### config.mk
export PLATFORM = sky130hd
export DESIGN_NAME = serial_pattern_detector
export DESIGN_NICKNAME = d
export VERILOG_FILES = /design/src/rtl/serial_pattern_detector.sv
export SDC_FILE = /design/constraint.sdc
export NUM_CORES = 1
export LEC_CHECK = 0
export BUFFER_PORTS_ARGS = -buffer_cell sky130_fd_sc_hd__buf_2
export CORE_ASPECT_RATIO = 0.6
export CORE_MARGIN = 1.5
export CORE_UTILIZATION = 25
export CTS_CLUSTER_SIZE = 24
export DETAILED_ROUTE_END_ITERATION = 6
export SLEW_MARGIN = 20
export SYNTH_ARGS = -nofsm -noshare
export SYNTH_HDL_FRONTEND = slang
export SYNTH_SLANG_ARGS = --single-unit
### constraint.sdc
create_clock -name clk -period 2.1 [get_ports clk]
set_input_delay 0.315 -clock clk [delete_from_list [all_inputs] [get_ports clk]]
set_output_delay 0.315 -clock clk [all_outputs]
set_load 0.02 [all_outputs]
### src/rtl/serial_pattern_detector.sv
// Serial bit-pattern detector: shifts in one bit per clock, flags each
// (possibly overlapping) occurrence of PATTERN with a one-cycle registered
// pulse, keeps a saturating match count and reports when the history is full.
module serial_pattern_detector #(
    parameter int unsigned        PAT_LEN = 4,
    parameter logic [PAT_LEN-1:0] PATTERN = 4'b1011,
    parameter int unsigned        CNT_W   = 8
) (
    input  logic             clk,
    input  logic             reset,
    input  logic             inp,
    input  logic             clr,
    output logic             out,
    output logic [CNT_W-1:0] count,
    output logic             ready
);

    localparam int unsigned HIST_W = PAT_LEN - 1;
    localparam int unsigned FILL_W = $clog2(PAT_LEN);
    localparam logic [FILL_W-1:0] FILL_LAST = FILL_W'(PAT_LEN - 1);
    localparam logic [FILL_W-1:0] FILL_PREV = FILL_W'(PAT_LEN - 2);

    typedef enum logic {
        FILL,
        RUN
    } state_t;

    state_t              state;
    state_t              state_next;
    logic [HIST_W-1:0]   hist;
    logic [HIST_W-1:0]   hist_next;
    logic [FILL_W-1:0]   fill;
    logic [FILL_W-1:0]   fill_next;
    logic [PAT_LEN-1:0]  cand;
    logic                hit;
    logic                out_next;
    logic [CNT_W-1:0]    count_next;

    // A two-bit pattern keeps only one history bit, so there is nothing to slice.
    generate
        if (HIST_W == 1) begin : g_hist_one
            assign hist_next = inp;
        end else begin : g_hist_many
            assign hist_next = {hist[HIST_W-2:0], inp};
        end
    endgenerate

    // Candidate word: oldest history bit first, the bit being sampled last.
    assign cand  = {hist, inp};
    assign hit   = (cand == PATTERN);
    assign ready = (state == RUN);

    // Next-state logic: count the fill, then compare every cycle in RUN.
    always_comb begin
        state_next = state;
        fill_next  = fill;
        out_next   = 1'b0;
        case (state)
            FILL: begin
                fill_next = fill + 1'b1;
                if (fill == FILL_PREV) begin
                    fill_next  = FILL_LAST;
                    state_next = RUN;
                end
            end
            RUN: begin
                out_next = hit;
            end
            default: begin
                state_next = FILL;
                fill_next  = '0;
            end
        endcase
    end

    // Match counter: clear wins over a same-edge match, otherwise saturate.
    always_comb begin
        count_next = count;
        if (clr) begin
            count_next = '0;
        end else if (out_next && (count != '1)) begin
            count_next = count + 1'b1;
        end
    end

    // State, history and output registers with asynchronous reset.
    always_ff @(posedge clk or posedge reset) begin
        if (reset) begin
            hist  <= '0;
            fill  <= '0;
            state <= FILL;
            out   <= 1'b0;
            count <= '0;
        end else begin
            hist  <= hist_next;
            fill  <= fill_next;
            state <= state_next;
            out   <= out_next;
            count <= count_next;
        end
    end

endmodule

==> impl_metrics.yaml, run 1 <==
setup_path:
  required_ns: 2.23
  path_cells: "ha_1, nand4_2, o211ai_4, mux2i_1, nor2_1"
  cp_slowest_stage_delay_ns: 0.43
  rr_startpoint: "count[0]$_DFFE_PP0P_"
  critPathMaxFanout: 6
  r2r_end: "count[1]$_DFFE_PP0P_"
  rrSetupSlack_ns: 0.51
  r2r_cells: 5
  worstSetupPathType: "reg2reg"
  worstSetupEndpoint: "count[1]$_DFFE_PP0P_"
  critPathLaunch: "count[0]$_DFFE_PP0P_"
  slowest_stage: "dfrtp_1"
  endpoint_kind: "flip-flop"
  critPathLaunchType: "flip-flop"
  critPathArrivalTime_ns: 1.72
clock_network:
  clkTransAtPathRegs_ns: 0.06
  cts_resized: 0
  hold_buffers: 0
  cts-root-buf: "clkbuf_8"
  htree_levels: 1
  clkSinkCount: 15
  clockBufferDepth: 2
  postCtsSetupBuffers: 0
  insertion_delay_ns: 0.25
  cts_tree: "done"
  cts_buffers: 3
final_layout:
  final_cell_count_no_fill: 108
  final.fill_count: 270
  diodes: 0
  layout_commonest_cell: "dfrtp_1"
  nNetsFinal: 83
  mostFrequentLayoutCells: "15 x dfrtp_1, 13 x buf_2, 5 x nor2_1"
  area_growth_pct: 19.3
  drive_above_1_share_pct: 27.6
synth:
  syn_avg_cell_area_sq_um: 11.3
  syn-num-nets: 68
  ys_ff_latch: 15
  syn_area_sq_um: 701
  ys_seq_area_share_pct: 53.6
  synth_cell_type_count: 29
  yosys_warnings: 0
  syn_inst: 62
floorplan:
  core_sq_um: 2570
  pin_count: 14
  die-area_sq_um: 3140
  start_util_pct: 27.2
  die_x_um: 71.3
  dieHeight_um: 44.0
  rows: 14
grt:
  met2_usage_pct: 15.6
  antenna_found_initial: 0
  grt-ovfl-total: 0
  grt_pass1_vias: 509
  grt_max_degree: 16
  top_usage_layer: "met2"
  met1_usage_pct: 14.7
  grt_pass1_wl_um: 2530
  grt_use_met3_pct: 5.58
  grt_util_all_layers_pct: 11.1
detailed_routing:
  firstDrtPassIters: 4
  wire_per_inst_um: 13.4
  drt-initial-drc-count: 37
  drc: 0
  ant_nets: 0
  drt_wl_total_um: 1450
  avgViaCountPerCell: 4.65
  vias: 502
run:
  maxCapViolCount: 0
outcome:
  status: "completed"
timing:
  finalHoldViolCount: 0
  tightest_slew_ns: 0.585
  setup_viol: 0
  relSlewSlack_pct: 61.0
  period_needed_ns: 1.59
  maxSlewViolCount: 0
  finClkSkew_ns: 0.00516
  fin_crit_sh_pct: 75.5
  fin_setup_tns_ns: 0
  max_freq_mhz: 631
  rsz0062_at_grt: "false"
hold_path:
  hold_path_class: "in2async"
power_and_ir_drop:
  power.total_uw: 549
  power_density_nw_per_um2: 657
  ir_drop_mv: 0.172
  p_leak_uw: 0.000429
place:
  dp_cells: 104
  portBuffers: 13
  gp_congestion: 0.790
  dp_hpwl_um: 1060
-- cell usage after synthesis, drive strengths merged --
master   number  area (sq um)
a21oi         4          20.0
a41o          1          10.0
and2          1          6.26
and3          1          6.26
and4          2          17.5
and4b         1          11.3
buf           2          12.5
clkbuf        1          3.75
dfrtp        15           375
ha            2          25.0
inv           3          11.3
mux2i         3          30.0
nand2         2          7.51
nand2b        1          6.26
nand3         3          15.0
nand4         2          18.8
nor2          5          18.8
nor3          3          15.0
nor4          1          6.26
o2111ai       1          8.76
o211ai        1          21.3
o21ai         1          5.00
o21ba         1          10.0
o31a          1          8.76
or2           1          6.26
or3           1          6.26
xor2          2          17.5
-- how the worst min path moves through the flow --
stage,to,slack [ns],depth (start not counted)
after floorplan,count[0]$_DFFE_PP0P_,0.22,1
after global placement,hist[2]$_DFF_PP0_,0.35,0
after detailed placement,hist[1]$_DFF_PP0_,0.36,0
after CTS,out$_DFF_PP0_,0.14,2
after global routing,hist[0]$_DFF_PP0_,0.17,1
final,hist[0]$_DFF_PP0_,0.12,2
-- where the power goes --
part / internal [uW] / total (uW) / switching [uW] / leakage (uW)
registers: 293 / 296 / 2.44 / 0.000187
logic: 6.40 / 20.5 / 14.1 / 0.000217
clock network: 131 / 233 / 102 / 0.0000255
-- cell type report --
class | instances | area (sq um) | share of cell area (%)
flip-flops and latches | 15 | 375 | 44.9
multi-input cells | 41 | 298 | 35.6
repair buffers | 13 | 65.1 | 7.78
clock buffers | 3 | 41.3 | 4.94
well taps | 32 | 40.0 | 4.79
inverters | 3 | 11.3 | 1.35
clock inverters | 1 | 5.00 | 0.599
-- layer usage --
layer  up-vias  wire, um
li1        253         -
met1       231       772
met2        16       558
met3         2        97
met4         0        19
met5         -         0
-- cells by family after synthesis --
family | Yosys count | share of synthesized area [%]
simple gates | 24 | 20.2
mux | 3 | 4.29
buf+inv | 6 | 3.93
fa+ha+maj | 2 | 3.57
compound gates | 10 | 12.0
flops | 15 | 53.6
xor+xnor | 2 | 2.50
-- per-stage QoR --
step	util (%)	hold WS [ns]	area, sq um	setup WS (ns)
floorplan	-	0.216	701	0.537
global placement	30.7	0.350	790	0.598
detailed placement	30.7	0.358	790	0.532
CTS	32.5	0.141	836	0.529
global route	32.5	0.174	836	0.393
finish	32.5	0.118	836	0.514
-- flip-flops by register name (all words and copies together) (netlist names) --
signal / flops
hist: 3
out: 1
count: 8
ready: 1
fill: 2
-- worst max-delay path, delay by kind of cell (launching register included) --
kind	cells	cell delay [ns]
AOI/OAI and AO/OA	1	0.31
adders and majority gates	1	0.26
DFF	1	0.43
muxes	1	0.24
and+or+nand+nor	2	0.23
Note: power is estimated with default switching activity, not from simulation.
==> inputs of run 2 (changes only) <==
--- a/config.mk
+++ b/config.mk
@@ -5,6 +5,7 @@
 export SDC_FILE = /design/constraint.sdc
 export NUM_CORES = 1
 export LEC_CHECK = 0
+export ABC_AREA = 1
 export BUFFER_PORTS_ARGS = -buffer_cell sky130_fd_sc_hd__buf_2
 export CORE_ASPECT_RATIO = 0.6
 export CORE_MARGIN = 1.5
==> constraint.sdc (replaced) <==
create_clock -name clk -period 1.47 [get_ports clk]
set_input_delay 0.2205 -clock clk [delete_from_list [all_inputs] [get_ports clk]]
set_output_delay 0.2205 -clock clk [all_outputs]
set_load 0.02 [all_outputs]
==> impl_metrics.yaml, run 2 <==
power_and_ir_drop:
  ir_drop_mv: 0.252
  power_density_nw_per_um2: 879
  p_sw_uw: 210
  seq_power_share_pct: 51.5
  switching_share_pct: 25.0
  p_leak_uw: 0.000511
  combPwrFrac_pct: 8.1
  clock_power_share_pct: 40.5
  internal-power_uw: 632
floorplan:
  dieHeight_um: 46.9
  die_x_um: 76.1
  core_sq_um: 2970
  rows: 15
  start_util_pct: 27.0
  pin_count: 14
  die-area_sq_um: 3570
hold_path:
  hold_path_class: "in2async"
clock_network:
  clkSinkCount: 15
  cts_resized: 0
  hold_buffers: 0
  cts_tree: "done"
  insertion_delay_ns: 0.25
  htree_levels: 1
  clockBufferDepth: 2
  postCtsSetupBuffers: 0
  cts-root-buf: "clkbuf_8"
  clkTransAtPathRegs_ns: 0.07
  cts_buffers: 3
grt:
  grt_pass1_vias: 530
  antenna_found_initial: 0
  grt_util_all_layers_pct: 9.35
  grt_max_degree: 16
  grt-ovfl-total: 0
  grt_pass1_wl_um: 2450
setup_path:
  r2r_cells: 8
  rrSetupSlack_ns: 0.18
  critPathMaxFanout: 9
  r2r_end: "count[3]$_DFFE_PP0P_"
  required_ns: 1.62
  endpoint_kind: "flip-flop"
  critPathLaunchType: "flip-flop"
  rr_startpoint: "count[1]$_DFFE_PP0P_"
  worstSetupPathType: "reg2reg"
  critPathArrivalTime_ns: 1.44
timing:
  fin_crit_sh_pct: 87.8
  rsz0062_at_grt: "false"
  fin_setup_tns_ns: 0
  finClkSkew_ns: 0.00691
  setup_viol: 0
  tightest_slew_ns: 0.596
  relSlewSlack_pct: 60.2
  finalHoldViolCount: 0
  maxSlewViolCount: 0
  max_freq_mhz: 775
  period_needed_ns: 1.29
place:
  gp_congestion: 0.774
  dp_hpwl_um: 1130
  portBuffers: 13
final_layout:
  nNetsFinal: 115
  area_growth_pct: 19.5
  drive_above_1_share_pct: 26.9
  largest_register_ffs: 8
  diodes: 0
  top_regs: "count (8), hist (3), fill (2)"
  regMostFlops: "count"
  mostFrequentLayoutCells: "15 x nand3_1, 15 x dfrtp_1, 14 x nand2_1"
  final.fill_count: 324
  fin_util_pct: 32.3
detailed_routing:
  avgViaCountPerCell: 4.17
  firstDrtPassIters: 4
  drt_wl_total_um: 1500
  ant_nets: 0
  vias: 625
  wire_per_inst_um: 10.0
  drc: 0
  drt-initial-drc-count: 68
synth:
  synth-edff-count: 0
  syn_avg_cell_area_sq_um: 8.72
  synth_cell_type_count: 21
  syn-num-nets: 98
  yosys_warnings: 0
  ys_ff_latch: 15
  synth_flop_cell: "dfrtp_1"
  synth_top_area_share_pct: 46.8
  syn_inst: 92
  synth_area_leaders: "dfrtp_1 47%, nand3_1 9.4%, nand2_1 6.6%"
  ys_seq_area_share_pct: 46.8
  yosysTopAreaCell: "dfrtp_1"
  syn_area_sq_um: 802
  ys_top_cells_by_count: "15 x dfrtp_1, 15 x nand3_1, 14 x nand2_1"
  async_flop_share_pct: 100
outcome:
  status: "completed"
run:
  maxCapViolCount: 0
run 2: cell types whose count changed after synthesis, moves of 3 or more:
cell	previous run	this run
o21ai_0	1	5
nand2_1	2	14
nor3_1	3	0
nor2_1	5	12
inv_1	3	10
mux2i_1	3	0
nand3_1	3	15
run 2: kinds of logic (layout without fill, tap and decap cells):
kind of cell / Yosys count / after routing / share of synthesized area, %
AO/OA/AOI/OAI: 11 / 11 / 7.64
buffers and inverters: 13 / 29 / 6.87
AND/OR/NAND/NOR: 50 / 50 / 34.5
adder cells (fa/ha/maj): 2 / 2 / 3.12
flip-flops: 15 / 15 / 46.8
XOR/XNOR: 1 / 1 / 1.09
run 2: worst max path at each step:
stage                                    start                    to  slack (ns)  cells past startpoint
after CTS                 count[1]$_DFFE_PP0P_  count[3]$_DFFE_PP0P_        0.18                      8
after detailed placement  count[1]$_DFFE_PP0P_  count[3]$_DFFE_PP0P_        0.20                      8
final                     count[1]$_DFFE_PP0P_  count[3]$_DFFE_PP0P_        0.18                      8
after floorplan           count[1]$_DFFE_PP0P_  count[0]$_DFFE_PP0P_        0.13                      8
after global routing      count[1]$_DFFE_PP0P_  count[3]$_DFFE_PP0P_        0.04                      8
after global placement    count[1]$_DFFE_PP0P_  count[3]$_DFFE_PP0P_        0.21                      8
run 2: cell type report:
class                   instances  area [sq um]  share of cell area [%]
clock inverters                 1          5.00                   0.522
inverters                      12          47.5                    4.96
repair buffers                 13          65.1                    6.79
well taps                      42          52.6                    5.48
flip-flops and latches         15           375                    39.2
clock buffers                   3          41.3                    4.31
multi-input cells              64           372                    38.8
run 2: worst max-delay path: stages (launching register included):
cell,delay (ns)
dfrtp_1,0.41
ha_1,0.20
nand2_2,0.09
nor2_4,0.12
nand2_4,0.08
nand2_8,0.10
nand2_4,0.06
nand2_1,0.08
nand2_1,0.05
run 2: through the flow:
stage	setup WS [ns]	total power (uW)	area (sq um)	instances	hold WS (ns)
after detailed placement	0.195	509	912	146	0.313
after CTS	0.178	847	958	150	0.0451
final	0.180	842	958	150	0.0209
after floorplan	0.129	489	802	92	0.122
after global routing	0.0395	875	958	150	0.0847
after global placement	0.209	508	912	146	0.307
run 2: metal layers:
layer	part of all wire (%)	wire length [um]	global-route usage (%)
met1	52	775	12.8
met2	42	637	13.9
met3	4.5	67	3.50
met4	1.5	23	3.33
met5	0	0	0
run 2: power by group through the flow:
| stage | sequential (uW) | clock [uW] | combinational, uW |
|---|---|---|---|
| after floorplan | 446 | 0 | 43.0 |
| after global placement | 441 | 0 | 67.2 |
| after detailed placement | 441 | 0 | 67.9 |
| after CTS | 433 | 345 | 69.5 |
| after global routing | 435 | 364 | 76.5 |
| final | 433 | 341 | 68.0 |
